### config.mk
export PLATFORM = sky130hd
export DESIGN_NAME = if_fetch
export DESIGN_NICKNAME = d
export VERILOG_FILES = /design/src/rtl/if_fetch.sv
export SDC_FILE = /design/constraint.sdc
export NUM_CORES = 1
export LEC_CHECK = 0
export ABC_AREA = 1
export BUFFER_PORTS_ARGS = -buffer_cell sky130_fd_sc_hd__buf_2
export CORE_UTILIZATION = 26
export DETAILED_ROUTE_END_ITERATION = 7
export PLACE_DENSITY = 0.44
export REMOVE_ABC_BUFFERS = 1
export SYNTH_ARGS = -nofsm -noshare
export SYNTH_HDL_FRONTEND = slang
export SYNTH_SLANG_ARGS = --single-unit
### constraint.sdc
create_clock -name clk -period 1.7 [get_ports clk]
set_input_delay 0.255 -clock clk [delete_from_list [all_inputs] [get_ports clk]]
set_output_delay 0.255 -clock clk [all_outputs]
set_load 0.05 [all_outputs]
### src/rtl/if_fetch.sv
// Instruction-fetch stage: owns the PC, drives the instruction-memory req/ready
// handshake, and absorbs bus-steal, branch redirects and hazard stalls.
module if_fetch #(
    parameter logic [15:0] RESET_PC  = 16'h0000,
    parameter logic [15:0] PC_STEP   = 16'd1,
    parameter logic [15:0] NOP_INSTR = 16'h0800
) (
    input  logic        clk,
    input  logic        rst,
    input  logic        stall,
    input  logic        branch_taken,
    input  logic [15:0] branch_target,
    input  logic        mem_busy,
    output logic        inst_req,
    output logic [15:0] inst_addr,
    input  logic [15:0] inst_rdata,
    input  logic        inst_ready,
    output logic [15:0] pc_out,
    output logic [15:0] instr_out,
    output logic        ifkeep
);

    typedef enum logic [1:0] {
        S_FETCH = 2'd0,
        S_HOLD  = 2'd1,
        S_FLUSH = 2'd2
    } state_t;

    state_t      r_state;
    logic [15:0] r_pc;
    logic [15:0] r_addr;
    logic [15:0] r_buf_pc;
    logic [15:0] r_buf_instr;
    logic [15:0] r_pc_out;
    logic [15:0] r_instr_out;
    logic        r_ifkeep;

    logic        w_req;
    logic        w_done;
    logic        w_redirect;
    logic [15:0] w_addr_next;
    logic [15:0] w_flush_pc;

    // NOTE: rst gates the request combinationally so it drops the instant reset asserts,
    // not at the next clock edge.
    assign w_req       = rst && (r_state == S_FETCH || r_state == S_FLUSH) && !mem_busy;
    assign w_done      = w_req && inst_ready;
    assign w_redirect  = !stall && branch_taken;
    assign w_addr_next = r_addr + PC_STEP;
    assign w_flush_pc  = w_redirect ? branch_target : r_pc;

    assign inst_req  = w_req;
    assign inst_addr = r_addr;
    assign pc_out    = r_pc_out;
    assign instr_out = r_instr_out;
    assign ifkeep    = r_ifkeep;

    // NOTE: all state, including the hold buffer, uses non-blocking assignments so every
    // branch below reads the pre-edge values.
    always_ff @(posedge clk or negedge rst) begin
        if (!rst) begin
            r_state     <= S_FETCH;
            r_pc        <= RESET_PC;
            r_addr      <= RESET_PC;
            r_buf_pc    <= '0;
            r_buf_instr <= NOP_INSTR;
            r_pc_out    <= '0;
            r_instr_out <= NOP_INSTR;
            r_ifkeep    <= 1'b1;
        end else begin
            case (r_state)
                S_FETCH: begin
                    if (w_redirect) begin
                        r_pc        <= branch_target;
                        r_pc_out    <= '0;
                        r_instr_out <= NOP_INSTR;
                        r_ifkeep    <= 1'b1;
                        // An access still in flight must be drained before the new address is driven.
                        if (w_req && !w_done) begin
                            r_state <= S_FLUSH;
                        end else begin
                            r_addr <= branch_target;
                        end
                    end else if (w_done) begin
                        r_pc   <= w_addr_next;
                        r_addr <= w_addr_next;
                        if (stall) begin
                            r_buf_pc    <= r_addr;
                            r_buf_instr <= inst_rdata;
                            r_state     <= S_HOLD;
                        end else begin
                            r_pc_out    <= r_addr;
                            r_instr_out <= inst_rdata;
                            r_ifkeep    <= 1'b0;
                        end
                    end else if (!stall) begin
                        r_pc_out    <= '0;
                        r_instr_out <= NOP_INSTR;
                        r_ifkeep    <= 1'b1;
                    end
                end

                S_HOLD: begin
                    if (!stall) begin
                        r_state <= S_FETCH;
                        if (branch_taken) begin
                            r_pc        <= branch_target;
                            r_addr      <= branch_target;
                            r_pc_out    <= '0;
                            r_instr_out <= NOP_INSTR;
                            r_ifkeep    <= 1'b1;
                        end else begin
                            r_pc_out    <= r_buf_pc;
                            r_instr_out <= r_buf_instr;
                            r_ifkeep    <= 1'b0;
                        end
                    end
                end

                S_FLUSH: begin
                    r_pc <= w_flush_pc;
                    // Stale access ends either by completing or by losing the bus.
                    if (w_done || !w_req) begin
                        r_addr  <= w_flush_pc;
                        r_state <= S_FETCH;
                    end
                    if (!stall) begin
                        r_pc_out    <= '0;
                        r_instr_out <= NOP_INSTR;
                        r_ifkeep    <= 1'b1;
                    end
                end

                default: r_state <= S_FETCH;
            endcase
        end
    end

endmodule

Word level (Yosys, flattened, before mapping). Cells that the tools add are included. Widths: inputs -> output; s select.

Output and inout bits: 50. Bits in registers: 99. Word-level logic and storage cells: 76. Input bits: 38.

Equality and inequality tests: 10. Bitwise gates (word level): 1. Multiplexer cells: 38. $add $sub $neg: 1. Reductions and logical operators: 18.

Operators by type and width (count): $mux 16 (20); $pmux 16 s3 (4); $add 16x1->16 const B (1); $mux 2 (6); $ne 3x3->1 const B (3); $reduce_and 4->1 (2); $mux 1 (6); $pmux 2 s3 (1); $reduce_and 6->1 (1); $logic_and 1x1->1 (5); $reduce_and 5->1 (1); $logic_not 1->1 (4); $ne 2x2->1 const B (2); $ne 4x4->1 const B (1); $ne 3x2->1 const B (1); $pmux 1 s3 (1); $reduce_and 3->1 (1); $reduce_bool 3->1 (1); $eq 2x1->1 const B (1); $eq 2x2->1 const B (1); $logic_not 2->1 (1); $logic_or 1x1->1 (2); $ne 2x1->1 const B (1); $not 1->1 (1).

Depth between registers and ports, before layout. Gate-level depths: netlist (run 1).

Word-level depth: 10. Mapped depth: 14. Depth with buffers taken out: 13.

Worst setup path after synthesis (run 1). Ideal clock, no wire load.

Kind: register to register. From: reg r_state[0]. To: reg r_pc_out[1], in the netlist pc_out[1]. Data required time: 1.582 ns. Arrival: 1.903 ns. Library setup time: 0.118 ns. Clock period less this slack: 2.021 ns. Slack: -0.321 ns. Cell stages (with the launch flop): 15. Path through: dfrtp_1 -> inv_1 -> ha_1 -> inv_2 -> nand2_1 -> nand2_1 -> clkinv_2 -> nand2_4 -> buf_6 -> buf_2 -> nand2_1 -> o211ai_1 -> nand2_1 -> nand2_1 -> nand2_1.

Longest elaborated chain between the ends: 8.

RTL lines: from (decl) (line 29) `state_t r_state;`; from (signal assigned) (line 62) `r_state <= S_FETCH;`; from (signal assigned) (line 80) `r_state <= S_FLUSH;`; from (signal assigned) (line 90) `r_state <= S_HOLD;`; $eq 2x2->1 or $logic_not 2->1 (tied branches) (line 46) `assign w_req = rst && (r_state == S_FETCH || r_state == S_FLUSH) && !mem_busy;`; $logic_or 1x1->1 (*) (line 46); $logic_and 1x1->1 (*) (2 in a row) (line 46); via inst_req (line 14) `output logic inst_req,`; $logic_and 1x1->1 (*) (line 47) `assign w_done = w_req && inst_ready;`; $mux 16 (line 84) `end else if (w_done) begin`; $mux 16 (line 73) `if (w_redirect) begin`; $pmux 16 s3 (line 71) `case (r_state)`; to (signal assigned) (line 92) `r_pc_out <= r_addr;`; to (signal assigned) (line 113) `r_pc_out <= r_buf_pc;`; to (decl) (line 34) `logic [15:0] r_pc_out;`.

Mark *: on every way through the listed nets, which the timed path passes. The rest lies on a longest branch. A chain may end at the register's enable or synchronous reset.

Worst setup path in the final report (run 1).
From: reg r_state[0]. To: reg r_buf_instr[3].

Longest elaborated chain between the ends: 6.

RTL lines: $eq 2x2->1 or $logic_not 2->1 (tied branches) (line 46, 71); $logic_or 1x1->1 (line 46); $logic_and 1x1->1 (2 in a row) (line 46); $logic_and 1x1->1 (line 47); $reduce_and 4->1 (no source line) (*); to (signal assigned) (line 89) `r_buf_instr <= inst_rdata;`; to (decl) (line 33) `logic [15:0] r_buf_instr;`.

Every way passes the cells marked *; elsewhere a longest branch is shown, timed or not.

==> results of run 1 <==
-- cells in the final DEF, fill, tap and decap left out, types with 19 or more instances in the layout --
master	count
a21oi_1	32
buf_2	85
buf_4	61
dfrtp_1	94
inv_1	38
nand2_1	420
nand3_1	49
nor2_1	19
o211ai_1	33
o21ai_0	52
-- layer usage --
layer	vias up	share of wire, %
met5	-	0
met1	2818	49
li1	3121	-
met3	14	2.4
met2	97	47
met4	0	1.2
-- cells in the mapped netlist --
cell type | instances | area share [%]
nand2_1 | 436 | 27
dfrtp_1 | 96 | 40
o21ai_0 | 55 | 4.5
nand3_1 | 51 | 4.2
inv_1 | 42 | 2.6
a21oi_1 | 33 | 2.7
o211ai_1 | 33 | 4.1
buf_2 | 27 | 2.2
nor2_1 | 23 | 1.4
clkbuf_1 | 18 | 1.1
o21ai_1 | 18 | 1.5
mux2_2 | 17 | 3.2
buf_6 | 5 | 0.93
ha_1 | 5 | 1.0
buf_4 | 3 | 0.37
dfstp_2 | 3 | 1.3
inv_2 | 3 | 0.19
nand2_2 | 2 | 0.21
nand2_4 | 2 | 0.37
nand4_1 | 2 | 0.21
or2_2 | 2 | 0.21
a211oi_1 | 1 | 0.12
clkinv_2 | 1 | 0.082
inv_4 | 1 | 0.10
nand3_2 | 1 | 0.16
nand4_2 | 1 | 0.21
nor2_8 | 1 | 0.33
nor3_2 | 1 | 0.16
-- sequential cells by signal, summed over array words and instances (netlist names) --
name / cells
r_pc: 16
r_buf_instr: 16
inst_addr: 16
instr_out: 16
ifkeep: 1
r_buf_pc: 16
r_state: 2
pc_out: 16
-- timing repair --
item / CTS / global route
endpoints found under the setup margin: 90 / 99
gates cloned: 4 / 9
buffers inserted: 6 / 6
resized for setup: 27 / 53
pin swaps: 2 / 3
-- worst reg2reg max path, delay by kind of cell (launching register included) --
| family | cells | cell delay [ns] |
|---|---|---|
| buffers and inverters | 5 | 0.57 |
| flip-flops | 1 | 0.45 |
| AND/OR/NAND/NOR | 3 | 0.27 |
| multiplexers | 1 | 0.26 |
| adder cells (fa/ha/maj) | 1 | 0.14 |
-- worst paths after layout --
| check | start | endpoint | slack, ns | cells after the start |
|---|---|---|---|---|
| worst min register to register | r_buf_instr[11] | r_buf_instr[11] | 0.48 | 2 |
| worst max register to register | r_state[0] | r_buf_instr[3] | -0.12 | 10 |
| worst min-delay path | rst | r_state[1] | -0.04 | 2 |
| worst max-delay path | r_state[0] | r_buf_instr[3] | -0.12 | 10 |
| max in group asynchronous | rst | pc_out[9] | 1.29 | 2 |
| min in group clk | inst_rdata[11] | r_buf_instr[11] | 0.15 | 3 |
-- final cells by class --
cell class	instances	area [um2]	area share (%)
Sequential cell	99	2480	30.0
Clock inverter	4	76.3	0.922
Multi-Input combinational cell	685	3330	40.2
Clock buffer	11	233	2.81
Timing Repair Buffer	181	1570	18.9
Tap cell	313	392	4.73
Inverter	47	196	2.37
-- power breakdown --
part	switching (mW)	internal, mW	total, mW
logic	6.07	3.43	9.50
clock network	0.957	1.29	2.25
registers	0.764	3.43	4.19
total	7.79	8.15	15.9
-- kinds of logic after synthesis --
logic type	after synthesis	share of synthesized area (%)
flops	99	40.9
mux	17	3.15
buf+inv	100	7.60
simple gates	522	34.4
compound gates	140	12.9
fa+ha+maj	5	1.03
==> reports/qor.txt, run 1 <==
CP Capture Type - flip-flop
Fillers - 2415
crit path kind - reg -> reg
Worst Skew - 0.00965 ns
worst slack at placement - -0.119 ns
Worst Path Required - 1.94 ns
number of synthesized register bits - 99
Finished Cell Area - 8280 um2
Initial Utilization - 26.7%
die area - 24000 um2
GPL Wtd Cong - 0.758
Max FO, Critical Path - 4
Final Util - 36.4%
Clock Sinks - 99
status - finished, violations left
Core Area - 22800 um2
first-pass GRT wire length - 32400 um
fmax - 550 MHz
yosys warns - 0
Worst Path Arrival - 2.06 ns
mapped cell area - 6070 um2
initial antenna violation count - 0
Post-DP Area - 7330 um2
Worst Path Buf+Inv - 5
failing checks - hold timing, setup timing
via density per instance - 4.51
Pwr Density - 1920 nW/um2
DR vias - 6050
CTS tree - yes
total CTS buffers - 9
worst skew pair latency - 0.35 ns
final cycle utilization of the critical path - 107%
Port Buffer Count - 87
Worst path max stage delay - 0.45 ns
Nets - 1066
routed len/inst - 15.7 um
RSZ-0062 raised after global routing - true
Worst Hold Slack - -0.0402 ns
Core Rows - 55
met2 Usage GRT - 29.1%
Hold Crit Class - in -> async
Leak - 4.37 nW
final hold vios - 31
total power - 15.9 mW
Relative slew margins - 61.5%
Detailed Route WL - 21100 um
gr busiest metal - met2
CTS root buffer - clkbuf_16
final setup violation count - 84
Die Wd - 155 um
DRT Pass-1 Iters - 4
Startpoint Class - flip-flop
drt initial violations - 321
worst setup margin - -0.117 ns
Placed Cells - 1302
CP top delay family - buffers and inverters
Area Growth Syn to Fin - 36.4%
IO Count - 88
hold buffer count at cts - 0
Max VDD drop - 612 uV
cells after synthesis - 883
ant diodes - 0
pin count of the biggest net entering global routing - 100
vias in the first global route - 5920
Die Height - 155 um
final cell count without fillers - 1340
Synth cell types - 28
setup_tns - -4.80 ns
Worst-path clk slew - 0.07 ns
most used cell, CP - nand2_2
Slew Limit Fails - 0
GRT Total Usage - 17.4%
Max Cap Viol - 0
share of layout cells above drive strength 1 - 26.1%
GRT met1 Usage - 23.7%
clock tree buffer depth - 2
Seq/Total Area, Yosys - 40.9%
antenna viol nets, final - 0
crit-path cells - inv_4 -> ha_4 -> inv_2 -> nand2_2 -> nand2_2 -> clkinv_4 -> nand4_4 -> buf_6 -> clkbuf_16 -> mux2_2
CTS H-Tree Depth - 3
met3 Use GR - 1.88%
Worst Tran Pin Value - 0.578 ns
grt ovf - 0
CP max stage cell - dfrtp_2
DRC - 0
hpwl dp - 13100 um
Mean Syn Cell Area - 6.88 um2
Final min period - 1.82 ns
Note: power is estimated with default switching activity, not from simulation.
==> run 2, diff against run 1 <==
Settings changed: BUFFER_PORTS_ARGS -buffer_cell sky130_fd_sc_hd__buf_2 to default, DONT_BUFFER_PORTS from default to 1, PLACE_DENSITY 0.44 to 0.39.
Clock period 1.7 ns to 2.03 ns, I/O delays scaled along.
==> reports/qor.txt, run 2 (same netlist as run 1, synthesis figures left out) <==
worst skew pair latency - 0.35 ns (about the same)
setup_tns - 0 ns (+4.80 ns)
Hold Crit Class - in -> async
Worst Tran Pin Value - 0.564 ns (-0.0141 ns)
Clock Sinks - 99 (unchanged)
worst slack at placement - 0.0233 ns (+0.142 ns)
total CTS buffers - 9 (unchanged)
Detailed Route WL - 19600 um (-7.1%)
flip-flop and latch area - 2480 um2 (-0.10%)
status - finished, violations left
Leak - 3.58 nW (-18%)
Max VDD drop - 566 uV (-7.5%)
Startpoint Class - flip-flop
final cycle utilization of the critical path - 92.0% (-15 points)
worst setup margin - 0.162 ns (+0.279 ns)
CTS H-Tree Depth - 3 (unchanged)
commonest non-fill, non-tap cell in the layout - nand2_1
Placed Cells - 1186 (-8.9%)
antenna viol nets, final - 0 (unchanged)
Fillers - 2492 (+3.2%)
Slew Limit Fails - 0 (unchanged)
Register-to-Register Path Depth - 10 (unchanged)
worst setup path end - inst_addr[11]
Worst Path Required - 2.32 ns (+0.38 ns)
failing checks - hold timing
Max FO, Critical Path - 11 (+7)
GRT Total Usage - 16.6% (-0.81 points)
Worst Skew - 0.00735 ns (-0.00230 ns)
Max Cap Viol - 0 (unchanged)
DR vias - 5475 (-9.5%)
IO Count - 88 (unchanged)
Core Rows - 55 (unchanged)
first-pass GRT wire length - 30700 um (-5.4%)
Die Wd - 155 um (unchanged)
fmax - 535 MHz (-2.7%)
CP Capture Type - flip-flop
Nets - 928 (-13%)
share of layout cells above drive strength 1 - 10.9% (-15 points)
FF-to-FF End - inst_addr[11]
hpwl dp - 12500 um (-4.9%)
drt initial violations - 381 (+19%)
DRC - 0 (unchanged)
grt ovf - 0 (unchanged)
Setup Buffers After CTS - 0 (-6)
Final min period - 1.87 ns (+0.0510 ns)
via density per instance - 4.55 (+0.80%)
clock tree buffer depth - 2 (unchanged)
crit path kind - reg -> reg
routed len/inst - 16.3 um (+3.5%)
final hold vios - 99 (+220%)
final setup violation count - 0 (-100%)
die area - 24000 um2 (unchanged)
DRT Pass-1 Iters - 5 (+1)
met3 Use GR - 3.92% (+2.0 points)
GPL Wtd Cong - 0.786 (+3.7%)
Die Height - 155 um (unchanged)
met2 Usage GRT - 26.7% (-2.3 points)
CTS root buffer - clkbuf_16
gr busiest metal - met2
most frequent cells in the layout - nand2_1 (436), dfrtp_1 (96), o21ai_0 (55)
RSZ-0062 raised after global routing - false
Area Growth Syn to Fin - 14.9%
Pwr Density - 1720 nW/um2 (-10%)
Worst-path clk slew - 0.07 ns (about the same)
Core Area - 22800 um2 (unchanged)
ant diodes - 0 (unchanged)
Worst Hold Slack - -0.354 ns (-0.314 ns)
Port Buffer Count - 0 (-100%)
Relative slew margins - 62.4% (+0.94 points)
final cell count without fillers - 1203 (-10%)
worst reg-to-reg setup slack - 0.16 ns (+0.28 ns)
vias in the first global route - 5282 (-11%)
area of the multi-input gates - 3140 um2 (-5.9%)
GRT met1 Usage - 22.1% (-1.7 points)
launch point of the worst path - r_state[0]
Reg-to-Reg Start - r_state[0]
CTS tree - yes
pin count of the biggest net entering global routing - 101 (+1.0%)
Initial Utilization - 26.7% (unchanged)
Worst Path Arrival - 2.16 ns (+0.10 ns)
initial antenna violation count - 0 (unchanged)
[run 2: through the flow]
stage / cell area, um2 / util (%) / total power [mW]
5_1_grt: 6980 / 30.6 / 13.1
3_5_place_dp: 6610 / 29.0 / 10.2
3_3_place_gp: 6610 / 29.0 / 10.2
2_1_floorplan: 5790 / - / 7.84
6_report: 6980 / 30.6 / 12.0
4_1_cts: 6940 / 30.5 / 12.2
[run 2: power breakdown]
part           leakage (nW)  switching (mW)  internal (mW)  total, mW
clock                 0.159           0.812           1.15       1.96
sequential             1.28            1.42           2.85       4.27
combinational          2.14            3.83           1.97       5.80
total                  3.58            6.06           5.97       12.0
[run 2: worst min-delay path by stage]
stage               start  cells past startpoint  slack [ns]           end
floorplan             rst                      0       0.009  inst_addr[0]
global placement      rst                      0        0.01    r_state[0]
detailed placement    rst                      0        0.01    r_state[0]
CTS                   rst                      0       -0.38    r_state[0]
global route          rst                      0       -0.38    r_state[0]
finish                rst                      0       -0.35    r_state[0]
[run 2: final cells by class]
cell class                      count  area share, %
Clock inverter                      4           1.04
Clock buffer                       12           3.68
Inverter                           47           2.62
Multi-Input combinational cell    684           45.0
Timing Repair Buffer               44           6.53
Tap cell                          313           5.61
Sequential cell                    99           35.6
[run 2: repair_timing]
action                                  CTS  global route
gates resized for setup                   0             3
endpoints found under the setup margin    0            31
endpoints found under the hold margin    99            99
[run 2: routing by layer]
metal  up-vias  share of wire (%)
li1       2841                  -
met1      2523                 47
met2        98                 46
met3        13                5.4
met4         0                1.2
met5         -                  0
[run 2: worst max-delay path: stages, from the launching register on]
cell and delay [ns]:
dfrtp_1 0.38, buf_4 0.14, ha_1 0.25, nand2_1 0.12, inv_1 0.07, nor3_2 0.22
nand2_4 0.11, nor2_8 0.16, buf_12 0.14, nand3_1 0.12, nand2_1 0.08
==> run 3, diff against run 2 <==
Clock period 2.03 ns to 2 ns, I/O delays scaled along.
==> reports/qor.txt, run 3 (same netlist as run 1, synthesis figures left out) <==
Hold Crit Class - in -> async
initial antenna violation count - 0 (unchanged)
first-pass GRT wire length - 31600 um (+3.1%)
Startpoint Class - flip-flop
final cycle utilization of the critical path - 95.1% (+3.1 points)
Final min period - 1.90 ns (+0.0339 ns)
Initial Utilization - 26.7% (unchanged)
Max FO, Critical Path - 35 (+24)
status - finished, violations left
DR vias - 5511 (+0.66%)
antenna viol nets, final - 0 (unchanged)
vias in the first global route - 5481 (+3.8%)
total CTS buffers - 9 (unchanged)
GPL Wtd Cong - 0.750 (-4.6%)
ant diodes - 0 (unchanged)
IO Count - 88 (unchanged)
Pwr Density - 1730 nW/um2 (about the same)
fmax - 526 MHz (-1.8%)
RSZ-0062 raised after global routing - true
cell internal pwr - 5.87 mW (-1.7%)
Nets - 932 (+0.43%)
Detailed Route WL - 20100 um (+2.8%)
worst slack at placement - 0.153 ns (+0.130 ns)
routed len/inst - 16.7 um (+2.4%)
final setup violation count - 0 (unchanged)
worst setup margin - 0.0985 ns (-0.0639 ns)
Leak - 3.59 nW (+0.27%)
die area - 24000 um2 (unchanged)
setup_tns - 0 ns (unchanged)
commonest non-fill, non-tap cell in the layout - nand2_1
GRT Total Usage - 17.0% (+0.42 points)
clock tree buffer depth - 2 (unchanged)
Die Wd - 155 um (unchanged)
grt ovf - 0 (unchanged)
Worst-path clk slew - 0.08 ns (about the same)
Worst Skew - 0.0126 ns (+0.00528 ns)
Worst Tran Pin Value - 0.568 ns (+0.00391 ns)
pin count of the biggest net entering global routing - 101 (unchanged)
CTS root buffer - clkbuf_16
Max VDD drop - 502 uV (-11%)
Worst Hold Slack - -0.369 ns (-0.0150 ns)
drt initial violations - 299 (-22%)
net switching power - 6.20 mW (+2.3%)
Clock Sinks - 99 (unchanged)
Reg power frac - 36.1% (+0.6 points)
via density per instance - 4.57 (+0.32%)
Core Rows - 55 (unchanged)
Slew Limit Fails - 0 (unchanged)
hpwl dp - 12700 um (+1.8%)
DRT Pass-1 Iters - 5 (unchanged)
total power - 12.1 mW (+0.30%)
sw frac - 51.4% (+1.0 points)
Worst Path Arrival - 2.14 ns (-0.02 ns)
Worst Path Required - 2.24 ns (-0.08 ns)
final hold vios - 99 (unchanged)
combinational power share - 49.6% (+1.4 points)
Die Height - 155 um (unchanged)
clock power share - 14.3% (-2.0 points)
Port Buffer Count - 0 (unchanged)
CTS H-Tree Depth - 3 (unchanged)
DRC - 0 (unchanged)
crit path kind - reg -> reg
Core Area - 22800 um2 (unchanged)
CTS tree - yes
Area Growth Syn to Fin - 15.2%
Max Cap Viol - 0 (unchanged)
worst skew pair latency - 0.36 ns (about the same)
most frequent cells in the layout - nand2_1 (436), dfrtp_1 (96), o21ai_0 (54)
failing checks - hold timing
CP Capture Type - flip-flop
Relative slew margins - 62.2% (-0.26 points)
share of layout cells above drive strength 1 - 11.2% (+0.29 points)
run 3: cell type report:
type / instances / area, um2
timing repair buffer: 48 / 518
clock inverter: 2 / 12.5
inverter: 47 / 180
multi-input combinational: 684 / 3150
clock buffer: 14 / 264
tap: 313 / 392
fill: 2468 / 15800
sequential: 99 / 2480
run 3: per-layer routing:
metal  part of all wire, %  global-route usage [%]
met1                    49                    22.5
met2                    46                    27.7
met3                   4.3                    4.01
met4                   1.2                    4.71
met5                     0                       0
run 3: worst paths after layout:
check | startpoint | cells after the start | end | slack, ns
worst max-delay path | r_state[0] | 9 | r_buf_instr[15] | 0.1
worst min-delay path | rst | 0 | r_state[0] | -0.37
worst max register to register | r_state[0] | 9 | r_buf_instr[15] | 0.1
worst min register to register | r_buf_instr[11] | 2 | r_buf_instr[11] | 0.48
max in group asynchronous | rst | 0 | instr_out[11] | 2.17
min in group clk | inst_rdata[11] | 2 | r_buf_instr[11] | 0.07
run 3: power by group through the flow:
stage                     logic, mW  registers, mW  clock network [mW]
after floorplan                3.18           4.78                   0
after global placement         5.94           4.40                   0
after detailed placement       5.95           4.40                   0
after CTS                      5.97           4.36                1.80
after global routing           6.72           4.48                1.87
final                          5.99           4.36                1.73
run 3: per-stage QoR:
stage | utilization, % | instances | cell area, um2
3_3_place_gp | 29.1 | 1189 | 6640
2_1_floorplan | - | 830 | 5790
6_report | 30.7 | 1207 | 7000
4_1_cts | 30.3 | 1205 | 6910
3_5_place_dp | 29.1 | 1189 | 6640
5_1_grt | 30.7 | 1207 | 7000
run 3: worst max-delay path: stages, from the launching register on:
cell and delay (ns):
dfrtp_1 0.40, inv_1 0.08, ha_1 0.22, inv_2 0.07, nand2_1 0.04, nand2_1 0.09, clkinv_2 0.10, nand4_2 0.15
buf_12 0.24, mux2_2 0.36
run 3: what timing repair did:
item | CTS | global route
resized for setup | 0 | 8
endpoints found under the setup margin | 0 | 28
setup buffers | 0 | 0
endpoints found under the hold margin | 99 | 99
